`config.mk`:
```
export PLATFORM = sky130hd
export DESIGN_NAME = stopwatch_display
export DESIGN_NICKNAME = d
export VERILOG_FILES = /design/src/rtl/stopwatch_display.sv
export SDC_FILE = /design/constraint.sdc
export NUM_CORES = 1
export LEC_CHECK = 0
export BUFFER_PORTS_ARGS = -buffer_cell sky130_fd_sc_hd__buf_4
export CAP_MARGIN = 25
export CORE_MARGIN = 3
export CORE_UTILIZATION = 60
export CTS_BUF_LIST = sky130_fd_sc_hd__clkbuf_4
export DETAILED_ROUTE_END_ITERATION = 8
export GPL_ROUTABILITY_DRIVEN = 0
export PLACE_DENSITY = 0.81
export SLEW_MARGIN = 30
export SYNTH_ARGS = -nofsm -noshare
export SYNTH_HDL_FRONTEND = slang
export SYNTH_SLANG_ARGS = --single-unit
export TNS_END_PERCENT = 5
```
`constraint.sdc`:
```
create_clock -name currclk -period 3.1 [get_ports currclk]
set_input_delay 0.31 -clock currclk [delete_from_list [all_inputs] [get_ports currclk]]
set_output_delay 0.31 -clock currclk [all_outputs]
set_load 0.02 [all_outputs]
```
`src/rtl/stopwatch_display.sv`:
```
// stopwatch_display: time-multiplexed mm:ss driver for a 4-digit common-anode 7-segment display.
// The mins/secs snapshot is taken once per frame and converted to BCD by a small
// shift-add-3 sequencer, so the digits only change between frames (no tearing).
// Optional blinking of the field being adjusted: define STOPWATCH_DISP_BLINK_EN.
module stopwatch_display #(
  parameter int unsigned SCAN_DIV     = 1000,
  parameter int unsigned BLINK_FRAMES = 64
) (
  input  logic       currclk,
  input  logic       rst,
  input  logic [1:0] state,
  input  logic [5:0] mins,
  input  logic [5:0] secs,
  output logic [3:0] an,
  output logic [6:0] seg,
  output logic       dp
);

  localparam logic [15:0] ScanLast = 16'(SCAN_DIV - 1);
  localparam logic [3:0]  DigDash  = 4'hA;
  localparam logic [6:0]  SegBlank = 7'h7F;

  typedef enum logic [1:0] {StIdle, StConv, StLoad} conv_state_e;

  conv_state_e r_cs, w_ns;

  logic [15:0] r_scan_cnt;
  logic [1:0]  r_digit_idx;
  logic        w_scan_wrap;
  logic        w_frame_end;
  logic        w_snap_take;
  logic [5:0]  r_snap_min;
  logic [5:0]  r_snap_sec;
  // {tens, ones, binary}: binary bits are shifted up into the BCD nibbles
  logic [13:0] r_min_sr;
  logic [13:0] r_sec_sr;
  logic [2:0]  r_conv_cnt;
  logic [3:0]  r_dig3, r_dig2, r_dig1, r_dig0;
  logic [3:0]  w_cur_dig;
  logic        w_blank_req;
  logic        w_hidden;
  logic        w_blank;

  // One double-dabble step: add 3 to any nibble >= 5, then shift left.
  function automatic logic [13:0] dd_step(input logic [13:0] v);
    logic [13:0] t;
    t = v;
    if (t[9:6] >= 4'd5) t[9:6] = t[9:6] + 4'd3;
    if (t[13:10] >= 4'd5) t[13:10] = t[13:10] + 4'd3;
    return {t[12:0], 1'b0};
  endfunction

  // Active-low {g,f,e,d,c,b,a}; anything outside 0-9 shows a dash.
  function automatic logic [6:0] seg_decode(input logic [3:0] d);
    logic [6:0] s;
    case (d)
      4'd0:    s = 7'b1000000;
      4'd1:    s = 7'b1111001;
      4'd2:    s = 7'b0100100;
      4'd3:    s = 7'b0110000;
      4'd4:    s = 7'b0011001;
      4'd5:    s = 7'b0010010;
      4'd6:    s = 7'b0000010;
      4'd7:    s = 7'b1111000;
      4'd8:    s = 7'b0000000;
      4'd9:    s = 7'b0010000;
      default: s = 7'b0111111;
    endcase
    return s;
  endfunction

  assign w_scan_wrap = (r_scan_cnt == ScanLast);
  assign w_frame_end = w_scan_wrap && (r_digit_idx == 2'd3);
  // A frame end during a conversion is dropped rather than queued.
  assign w_snap_take = w_frame_end && (r_cs == StIdle);

  // Scan counter and digit index.
  always_ff @(posedge currclk or posedge rst) begin
    if (rst) begin
      r_scan_cnt  <= '0;
      r_digit_idx <= '0;
    end else if (w_scan_wrap) begin
      r_scan_cnt  <= '0;
      r_digit_idx <= r_digit_idx + 2'd1;
    end else begin
      r_scan_cnt  <= r_scan_cnt + 16'd1;
    end
  end

  // Conversion FSM state register.
  always_ff @(posedge currclk or posedge rst) begin
    if (rst) r_cs <= StIdle;
    else     r_cs <= w_ns;
  end

  // Conversion FSM next state.
  always_comb begin
    w_ns = r_cs;
    unique case (r_cs)
      StIdle:  if (w_snap_take) w_ns = StConv;
      StConv:  if (r_conv_cnt == 3'd5) w_ns = StLoad;
      StLoad:  w_ns = StIdle;
      default: w_ns = StIdle;
    endcase
  end

  // Snapshot, BCD shifting and the digit registers (written only in StLoad).
  always_ff @(posedge currclk or posedge rst) begin
    if (rst) begin
      r_snap_min <= '0;
      r_snap_sec <= '0;
      r_min_sr   <= '0;
      r_sec_sr   <= '0;
      r_conv_cnt <= '0;
      r_dig3     <= '0;
      r_dig2     <= '0;
      r_dig1     <= '0;
      r_dig0     <= '0;
    end else begin
      unique case (r_cs)
        StIdle: begin
          if (w_snap_take) begin
            r_snap_min <= mins;
            r_snap_sec <= secs;
            r_min_sr   <= {8'd0, mins};
            r_sec_sr   <= {8'd0, secs};
            r_conv_cnt <= '0;
          end
        end
        StConv: begin
          r_min_sr   <= dd_step(r_min_sr);
          r_sec_sr   <= dd_step(r_sec_sr);
          r_conv_cnt <= r_conv_cnt + 3'd1;
        end
        StLoad: begin
          r_dig3 <= (r_snap_min > 6'd59) ? DigDash : r_min_sr[13:10];
          r_dig2 <= (r_snap_min > 6'd59) ? DigDash : r_min_sr[9:6];
          r_dig1 <= (r_snap_sec > 6'd59) ? DigDash : r_sec_sr[13:10];
          r_dig0 <= (r_snap_sec > 6'd59) ? DigDash : r_sec_sr[9:6];
        end
        default: ;
      endcase
    end
  end

  // Digit selected by the scan index.
  always_comb begin
    w_cur_dig = r_dig0;
    unique case (r_digit_idx)
      2'd0: w_cur_dig = r_dig0;
      2'd1: w_cur_dig = r_dig1;
      2'd2: w_cur_dig = r_dig2;
      2'd3: w_cur_dig = r_dig3;
      default: w_cur_dig = r_dig0;
    endcase
  end

  // Digits belonging to the field under adjustment.
  assign w_blank_req = ((state == 2'b01) && r_digit_idx[1]) ||
                       ((state == 2'b10) && !r_digit_idx[1]);

`ifdef STOPWATCH_DISP_BLINK_EN
  localparam logic [7:0] BlinkLast = 8'(BLINK_FRAMES - 1);

  logic [7:0] r_blink_cnt;
  logic       r_hidden;
  logic [1:0] r_state_prev;

  // Frame counter toggles the blink phase; a mode change restarts it visible.
  always_ff @(posedge currclk or posedge rst) begin
    if (rst) begin
      r_blink_cnt  <= '0;
      r_hidden     <= 1'b0;
      r_state_prev <= 2'b00;
    end else begin
      r_state_prev <= state;
      if (state != r_state_prev) begin
        r_blink_cnt <= '0;
        r_hidden    <= 1'b0;
      end else if (w_frame_end) begin
        if (r_blink_cnt == BlinkLast) begin
          r_blink_cnt <= '0;
          r_hidden    <= ~r_hidden;
        end else begin
          r_blink_cnt <= r_blink_cnt + 8'd1;
        end
      end
    end
  end

  assign w_hidden = r_hidden;
`else
  assign w_hidden = 1'b0;
`endif

  assign w_blank = w_hidden && w_blank_req;

  // Registered display outputs; dp is the min:sec colon on digit 2.
  always_ff @(posedge currclk or posedge rst) begin
    if (rst) begin
      an  <= 4'b1111;
      seg <= SegBlank;
      dp  <= 1'b1;
    end else begin
      an  <= ~(4'b0001 << r_digit_idx);
      seg <= w_blank ? SegBlank : seg_decode(w_cur_dig);
      dp  <= w_blank | (r_digit_idx != 2'd2);
    end
  end

endmodule

```
==> flow_summary.ini, run 1 <==
[sta]
drv_slew = 0
setup_viol = 0
fin_setup_tns_ps = 0
worst_slack_ps = 570.3
fmaxAchievable_ghz = 0.3953
rsz0062_at_grt = false
finalCriticalPeriod_ps = 2530
finalCritPeriodShare_pct = 81.60
finalClockSkew_ps = 11.78
max_slew_margin_pct = 60.37
final_hold_viol_count = 0
worst_pin_slew_ps = 589.9

[clocking]
cts.repair.resized = 0
post_cts_buffers = 0
cts_buffers = 9
clk_path_buf_depth = 2
clkSinkCount = 86
clock_latency_ps = 410
cts_hold_buf = 1
cts_tree = built
cts_root_buf = clkbuf_4
path_clk_slew_ps = 130
htreeDepth = 3

[setup_path]
r2r_cells = 5
r2r-start = r_scan_cnt[13]
critPathArrivalTime_ps = 2830
path_max_fanout = 29
cp-startpoint = r_scan_cnt[13]
crit_type = reg2reg
end_kind = register
cp.required_ps = 3400
cp-start-kind = register

[route]
vias_per_cell = 5.962
drt_first_iter_violations = 232
routed_wl_mm = 7.654
drt-wirelength-per-cell_um = 16.32
drtPass1Iterations = 5
drc = 0
via_count = 2796
detail-route-antenna-nets = 0

[place]
dpl.hpwl_mm = 5.371
dp_slack_ps = 590.5
dpl_cell_area_um2 = 4309
port_buffers = 25

[global_route]
grt_pass1_wl_mm = 13.08
grt_max_degree = 64
grt_util_all_layers_pct = 21.73
met2_usage_pct = 35.41
busiest_layer = met2
met3_usage_pct = 3.198
grt_pass1_vias = 2819
grt_antenna_before_repair = 0
grt-ovfl-total = 0
grtUsageMet1_pct = 28.89

[synthesis]
synth-edff-count = 0
ys_seq_area_share_pct = 53.76
ys_ff_latch = 86
synth_cell_types = 47
ys_async_sr_fraction_pct = 100.0
ys.flop_type = dfrtp_1
synth_area_um2 = 4029
synth_fp_nets = 391
yosys_warnings = 0
syn_area_per_cell_um2 = 11.32
syn-instance-count = 356

[min_path]
hp-start = secs[0]
hold_depth = 2
hp-class = in2reg

[die]
die_w_um = 87.95
die_h_um = 87.95
num_rows = 29
core-area_um2 = 6422
initial_core_util_pct = 62.73
io_pins = 28
die_area_um2 = 7734

[final_layout]
syn_to_final_growth_pct = 10.65
num_antenna_cells = 0
final_cell_mix = dfrtp_1 (75), buf_4 (34), nand2_1 (31)
multi_input_area_um2 = 1707
nets = 422
finalInstanceArea_um2 = 4458
register_area_um2 = 2166
drive_gt1_share_pct = 18.11
num-fill-cells = 472
finalCoreUtilization_pct = 69.41
final_common_cell = dfrtp_1

[outcome]
status = finished, final reports clean

[power]
irDropWorstVdd_uv = 251.2
switching_power_uw = 372.9
pwr-share-comb_pct = 2.2
leakage_uw = 0.002126
p_seq_share_pct = 62.8
powerDensity_nw_per_um2 = 401.2
clockPowerShare_pct = 35.1
swShare_pct = 20.85
p_int_uw = 1416

[flow_run]
cap_violations = 0
## state kept, by name, indices dropped and copies added (netlist names), 7 cells and up
name        count
r_min_sr       14
r_scan_cnt     16
r_sec_sr       14
seg             7
## worst max-delay path: stages (launching register included)
cell and delay, ps:
dfrtp_1 430, or4_1 550, or4_4 570, nor4_4 140, buf_4 350, mux2_1 360
## kinds of logic after synthesis
logic type	share of synthesized area (%)
fa+ha+maj	5.901
flops	53.76
compound gates	12.45
mux	5.187
buf+inv	3.944
simple gates	14.63
xor+xnor	4.130
## path summary, 6_finish.rpt
kind | to | slack (ps)
max | r_snap_min[5] | 570
min | r_sec_sr[0] | 110
max reg2reg | r_snap_min[5] | 570
min reg2reg | r_scan_cnt[15] | 480
max in group asynchronous | seg[1] | 1910
min in group asynchronous | r_snap_sec[2] | 490
## layout make-up
type                    instances  share of cell area [%]
repair buffers                 35                   5.950
multi-input cells             233                   38.28
flip-flops and latches         86                   48.58
clock inverters                 3                  0.8701
clock buffers                  13                   2.189
well taps                      77                   2.161
inverters                      22                   1.965
## Yosys cell counts (all sizes together) (5+ instances only)
| master | n | area share (%) |
|---|---|---|
| nand2b | 8 | 1.2 |
| and2 | 13 | 2.0 |
| mux2 | 15 | 4.2 |
| inv | 22 | 2.0 |
| buf | 5 | 0.96 |
| a221o | 10 | 2.5 |
| a21oi | 11 | 1.4 |
| and3 | 8 | 1.2 |
| clkbuf | 10 | 0.93 |
| dfstp | 11 | 7.2 |
| o22ai | 11 | 1.7 |
| ha | 19 | 5.9 |
| nand4 | 7 | 1.1 |
| nand2 | 31 | 2.9 |
| xor2 | 5 | 1.1 |
| dfrtp | 75 | 47 |
| xnor2 | 14 | 3.0 |
| o21ai | 10 | 1.2 |
| nor2 | 16 | 1.5 |
| a22o | 6 | 1.3 |
## through the flow
| step | hold slack (ps) | instances | total power, uW |
|---|---|---|---|
| 2_1_floorplan | 437.3 | 356 | 1160 |
| 3_3_place_gp | 455.8 | 452 | 1181 |
| 3_5_place_dp | 404.2 | 452 | 1182 |
| 4_1_cts | 99.25 | 469 | 1804 |
| 5_1_grt | 94.30 | 469 | 1856 |
| 6_report | 107.6 | 469 | 1789 |
## routing by layer
metal  vias up  part of all wire [%]
met5         -                     0
met4         0                   1.1
met3         9                   4.1
met2        70                    51
met1      1384                    44
li1       1333                     -
## power groups by stage
stage	logic (uW)	registers (uW)	clock network, uW
after floorplan	16.5	1140	0
after global placement	38.0	1140	0
after detailed placement	39.0	1140	0
after CTS	40.0	1120	642
after global routing	44.2	1120	689
final	38.5	1120	628
Power figures use the tool's default switching activity.
==> run 2: changes to the inputs <==
==> constraint.sdc (replaced) <==
create_clock -name currclk -period 2.57 [get_ports currclk]
set_input_delay 0.257 -clock currclk [delete_from_list [all_inputs] [get_ports currclk]]
set_output_delay 0.257 -clock currclk [all_outputs]
set_load 0.02 [all_outputs]
==> run 2 against run 1 <==
Effect of this change:
- sequential share of layout area is 0.92 points lower
- register-to-register slack got worse by 450 ps
- fmax increased by 3.1%
- first-iteration DRC count fell by 31%
- combinational power is 22% higher
- critical path depth stayed put
- global-route usage increased by 1.1 points
- die area stayed put
- clock skew increased by 5.4 ps
- flip-flop and latch count is the same
- critical endpoint is now r_snap_min[4]
- largest cell class unchanged
- largest power group unchanged
- highest routed layer unchanged
==> flow_summary.ini, run 2 (same netlist as run 1, synthesis figures left out) <==
[setup_path]
cp.required_ps = 2890
end_kind = register
rrSetupSlack_ps = 120
critPathArrivalTime_ps = 2770
slowest_stage = or4_1
critical_path.max_stage_delay_ps = 580
path_cells = or4_1 > or4_4 > nor4_4 > buf_12 > mux2_1
r2r-start = r_scan_cnt[10]
r2r_cells = 5
cp-start-kind = register
crit_type = reg2reg
path_max_fanout = 30
r2r_end = r_snap_min[4]

[sta]
drv_slew = 0
setup_viol = 0
worst_pin_slew_ps = 772.7
fin_setup_tns_ps = 0
finalCritPeriodShare_pct = 95.47
rsz0062_at_grt = false
finalCriticalPeriod_ps = 2454
final_hold_viol_count = 0
worst_slack_ps = 116.3
max_slew_margin_pct = 48.48
finalClockSkew_ps = 17.18
fmaxAchievable_ghz = 0.4076

[power]
powerDensity_nw_per_um2 = 538.8
irDropWorstVdd_uv = 364.8
leakage_uw = 0.002158

[global_route]
grt_pass1_vias = 2896
grt_util_all_layers_pct = 22.84
grt_antenna_before_repair = 0
grt_max_degree = 47
grt_pass1_wl_mm = 13.74
grt-ovfl-total = 0

[clocking]
cts_tree = built
clkSinkCount = 86
clk_path_buf_depth = 2
cts_buffers = 9
cts.repair.resized = 0
cts_root_buf = clkbuf_4
clock_latency_ps = 430
path_clk_slew_ps = 140
htreeDepth = 3

[die]
die_w_um = 87.95
io_pins = 28
initial_core_util_pct = 62.73
die_h_um = 87.95
die_area_um2 = 7734
num_rows = 29
core-area_um2 = 6422

[final_layout]
num_antenna_cells = 0
nets = 422
drive_gt1_share_pct = 17.60
largest_register_ffs = 16
num-fill-cells = 467
final_common_cell = dfrtp_1
largest_registers = r_scan_cnt x16, r_min_sr x14, r_sec_sr x14
syn_to_final_growth_pct = 12.80
final_cell_mix = dfrtp_1 (75), buf_4 (32), nand2_1 (31)
regMostFlops = r_scan_cnt
finalCoreUtilization_pct = 70.76

[route]
drc = 0
drt_first_iter_violations = 161
drtPass1Iterations = 6
vias_per_cell = 5.989
via_count = 2809
drt-wirelength-per-cell_um = 16.70
detail-route-antenna-nets = 0
routed_wl_mm = 7.832

[min_path]
hold_end = r_snap_min[2]
hp-start = mins[2]
hp-class = in2reg
hold_depth = 2

[place]
port_buffers = 25
dp_slack_ps = 140.5
dpl.hpwl_mm = 5.403

[outcome]
status = finished, final reports clean

[flow_run]
cap_violations = 0
-- run 2: how the worst max path moves through the flow --
stage,slack (ps),startpoint,cells after the start,to
after floorplan,110,rst,1,r_conv_cnt[0]
after global placement,190,r_scan_cnt[13],5,r_snap_sec[4]
after detailed placement,140,r_scan_cnt[13],5,r_snap_min[3]
after CTS,110,r_scan_cnt[10],5,r_snap_min[3]
after global routing,20,r_scan_cnt[13],5,r_snap_sec[2]
final,120,r_scan_cnt[10],5,r_snap_min[4]
-- run 2: layer usage --
layer | share of wire, % | wire length (um) | GRT usage, % | up-vias
met5 | 0 | 0 | 0 | -
met4 | 2.4 | 185 | 10.74 | 0
met3 | 3.6 | 280 | 3.951 | 19
met2 | 48 | 3755 | 36.64 | 66
met1 | 46 | 3611 | 30.36 | 1391
li1 | - | - | - | 1333
-- run 2: repair_timing --
action | CTS | global route
endpoints found under the hold margin | 40 | 0
setup endpoints to repair | 0 | 0
hold buffers | 1 | 0
buffers inserted | 0 | 0
-- run 2: worst max-delay path: cells and delay by family (launching register included) --
family / cells / cell delay (ps)
buffers and inverters: 1 / 220
flip-flops: 1 / 430
multiplexers: 1 / 340
AND/OR/NAND/NOR: 3 / 1350
-- run 2: cell type report --
| class | count | area (um^2) | share of cell area [%] |
|---|---|---|---|
| clock buffer | 9 | 67.56 | 1.487 |
| multi-input combinational | 233 | 1704 | 37.50 |
| inverter | 22 | 83.83 | 1.845 |
| sequential | 86 | 2166 | 47.66 |
| tap | 77 | 96.34 | 2.120 |
| timing repair buffer | 35 | 290.3 | 6.388 |
| clock inverter | 7 | 136.4 | 3.001 |
-- run 2: report_power, final --
group | internal, uW | total [uW] | switching (uW) | leakage, uW
Clock | 586 | 1050 | 462 | 0.000105
Sequential | 1350 | 1350 | 0 | 0.00115
Combinational | 17.0 | 46.8 | 29.8 | 0.000905
-- run 2: per-stage QoR --
stage | cells | hold slack [ps] | cell area [um^2] | total power, uW
after floorplan | 356 | 391.7 | 4029 | 1399
after global placement | 452 | 395.4 | 4330 | 1426
after detailed placement | 452 | 394.4 | 4330 | 1427
after CTS | 469 | 24.33 | 4544 | 2461
after global routing | 469 | 26.59 | 4544 | 2521
final | 469 | 34.34 | 4544 | 2448
==> run 3: changes to the inputs <==
--- a/config.mk
+++ b/config.mk
@@ -12,7 +12,7 @@
 export CTS_BUF_LIST = sky130_fd_sc_hd__clkbuf_4
 export DETAILED_ROUTE_END_ITERATION = 8
 export GPL_ROUTABILITY_DRIVEN = 0
-export PLACE_DENSITY = 0.81
+export PLACE_DENSITY = 0.79
 export SLEW_MARGIN = 30
 export SYNTH_ARGS = -nofsm -noshare
 export SYNTH_HDL_FRONTEND = slang
==> constraint.sdc (replaced) <==
create_clock -name currclk -period 2.73 [get_ports currclk]
set_input_delay 0.273 -clock currclk [delete_from_list [all_inputs] [get_ports currclk]]
set_output_delay 0.273 -clock currclk [all_outputs]
set_load 0.02 [all_outputs]
==> run 3 against run 2 <==
Effect of this change:
- sequential share of layout area is 0.85 points higher
- largest cell class unchanged
- critical endpoint is now r_snap_sec[2]
- routed wire length shrank 6.9%
- cell count decreased by 0.21%
- die area stayed put
==> flow_summary.ini, run 3 (same netlist as run 1, synthesis figures left out) <==
[sta]
setup_viol = 0
fin_setup_tns_ps = 0
drv_slew = 0
worst_pin_slew_ps = 783.9
worst_hold_slack_ps = 65.91
fmaxAchievable_ghz = 0.4054
rsz0062_at_grt = false
finalCriticalPeriod_ps = 2466
final_hold_viol_count = 0
finalCritPeriodShare_pct = 90.35
max_slew_margin_pct = 47.74
finalClockSkew_ps = 17.14

[final_layout]
nets = 421
finalInstanceArea_um2 = 4464
largest_register_ffs = 16
syn_to_final_growth_pct = 10.81
num_antenna_cells = 0
final_cell_mix = dfrtp_1 (75), nand2_1 (31), buf_4 (31)
largest_registers = r_scan_cnt x16, r_min_sr x14, r_sec_sr x14
final_common_cell = dfrtp_1
regMostFlops = r_scan_cnt
drive_gt1_share_pct = 17.14

[power]
irDropWorstVdd_uv = 302.3
powerDensity_nw_per_um2 = 451.9
p_int_uw = 1565
switching_power_uw = 452.4
p_seq_share_pct = 63.2
swShare_pct = 22.42
pwr-share-comb_pct = 2.2
leakage_uw = 0.002121
clockPowerShare_pct = 34.6

[clocking]
clk_path_buf_depth = 2
clock_latency_ps = 420
path_clk_slew_ps = 140
post_cts_buffers = 0
htreeDepth = 3
clkSinkCount = 86
cts_buffers = 9
cts_root_buf = clkbuf_4
cts_tree = built

[route]
drtPass1Iterations = 4
wl_met3_um = 233
drt_first_iter_violations = 170
met1_length_mm = 3.474
drc = 0
highest_layer = met4
drt-wirelength-per-cell_um = 15.58
routed_wl_mm = 7.292
via_count = 2759
vias_per_cell = 5.895
detail-route-antenna-nets = 0
met2_length_mm = 3.466

[place]
port_buffers = 25
dpl_cell_area_um2 = 4323
dpl.hpwl_mm = 4.908

[global_route]
grt_pass1_vias = 2579
grt_pass1_wl_mm = 12.43
grt-ovfl-total = 0
grt_util_all_layers_pct = 20.64
grt_antenna_before_repair = 0
grt_max_degree = 87

[setup_path]
path_max_fanout = 35
critical_path.max_stage_delay_ps = 570
critPathArrivalTime_ps = 2770
cp-start-kind = register
cp.required_ps = 3030
crit_type = reg2reg
path_cells = or4_1 > or4_4 > nor4_4 > buf_12 > mux2_1
end_kind = register
slowest_stage = or4_4

[die]
io_pins = 28
die_area_um2 = 7734
die_w_um = 87.95
core-area_um2 = 6422
num_rows = 29
initial_core_util_pct = 62.73
die_h_um = 87.95

[min_path]
hp-class = in2reg

[flow_run]
cap_violations = 0

[outcome]
status = finished, final reports clean
run 3: cell type report:
type / instances / area (um^2)
Fill cell: 481 / 1958
Multi-Input combinational cell: 233 / 1704
Clock buffer: 9 / 67.56
Sequential cell: 86 / 2166
Timing Repair Buffer: 34 / 282.8
Inverter: 22 / 83.83
Clock inverter: 7 / 63.81
Tap cell: 77 / 96.34
run 3: through the flow:
step	util, %	worst slack (ps)	total power (uW)	std cells
global route	69.51	182.7	2094	468
detailed placement	67.31	270.0	1343	451
global placement	67.31	318.6	1342	451
floorplan	-	253.4	1317	356
CTS	69.51	244.4	2035	468
finish	69.51	263.6	2018	468
run 3: path summary, 6_finish.rpt:
check                                from              to  slack [ps]  depth (start not counted)
hold reg to reg            r_scan_cnt[15]  r_scan_cnt[15]         490                          1
max in group asynchronous             rst          seg[2]        1870                          4
min in group asynchronous             rst     r_sec_sr[5]         510                          4
hold / removal                    mins[1]     r_min_sr[1]          70                          2
setup / recovery           r_scan_cnt[13]   r_snap_sec[2]         260                          5
setup reg to reg           r_scan_cnt[13]   r_snap_sec[2]         260                          5
run 3: critical path, delay by kind of cell, from the launching register on:
family | cells | cell delay, ps
AND/OR/NAND/NOR | 3 | 1320
flip-flops | 1 | 440
multiplexers | 1 | 340
buffers and inverters | 1 | 240
run 3: power groups by stage:
stage | Combinational [uW] | Sequential (uW) | Clock (uW)
final | 44.0 | 1270 | 699
after global routing | 50.7 | 1280 | 769
after CTS | 46.3 | 1270 | 714
after detailed placement | 45.0 | 1300 | 0
after global placement | 44.3 | 1300 | 0
after floorplan | 18.7 | 1300 | 0
run 3: what timing repair did:
action                    in CTS  in global routing
hold endpoints to repair      75                  0
hold buffers                   1                  0
gates resized for setup        0                  0
run 3: routing by layer:
layer  GRT usage (%)  vias to the layer above
li1                -                     1328
met1           28.90                     1379
met2           32.67                       41
met3           3.104                       11
met4           7.950                        0
met5               0                        -
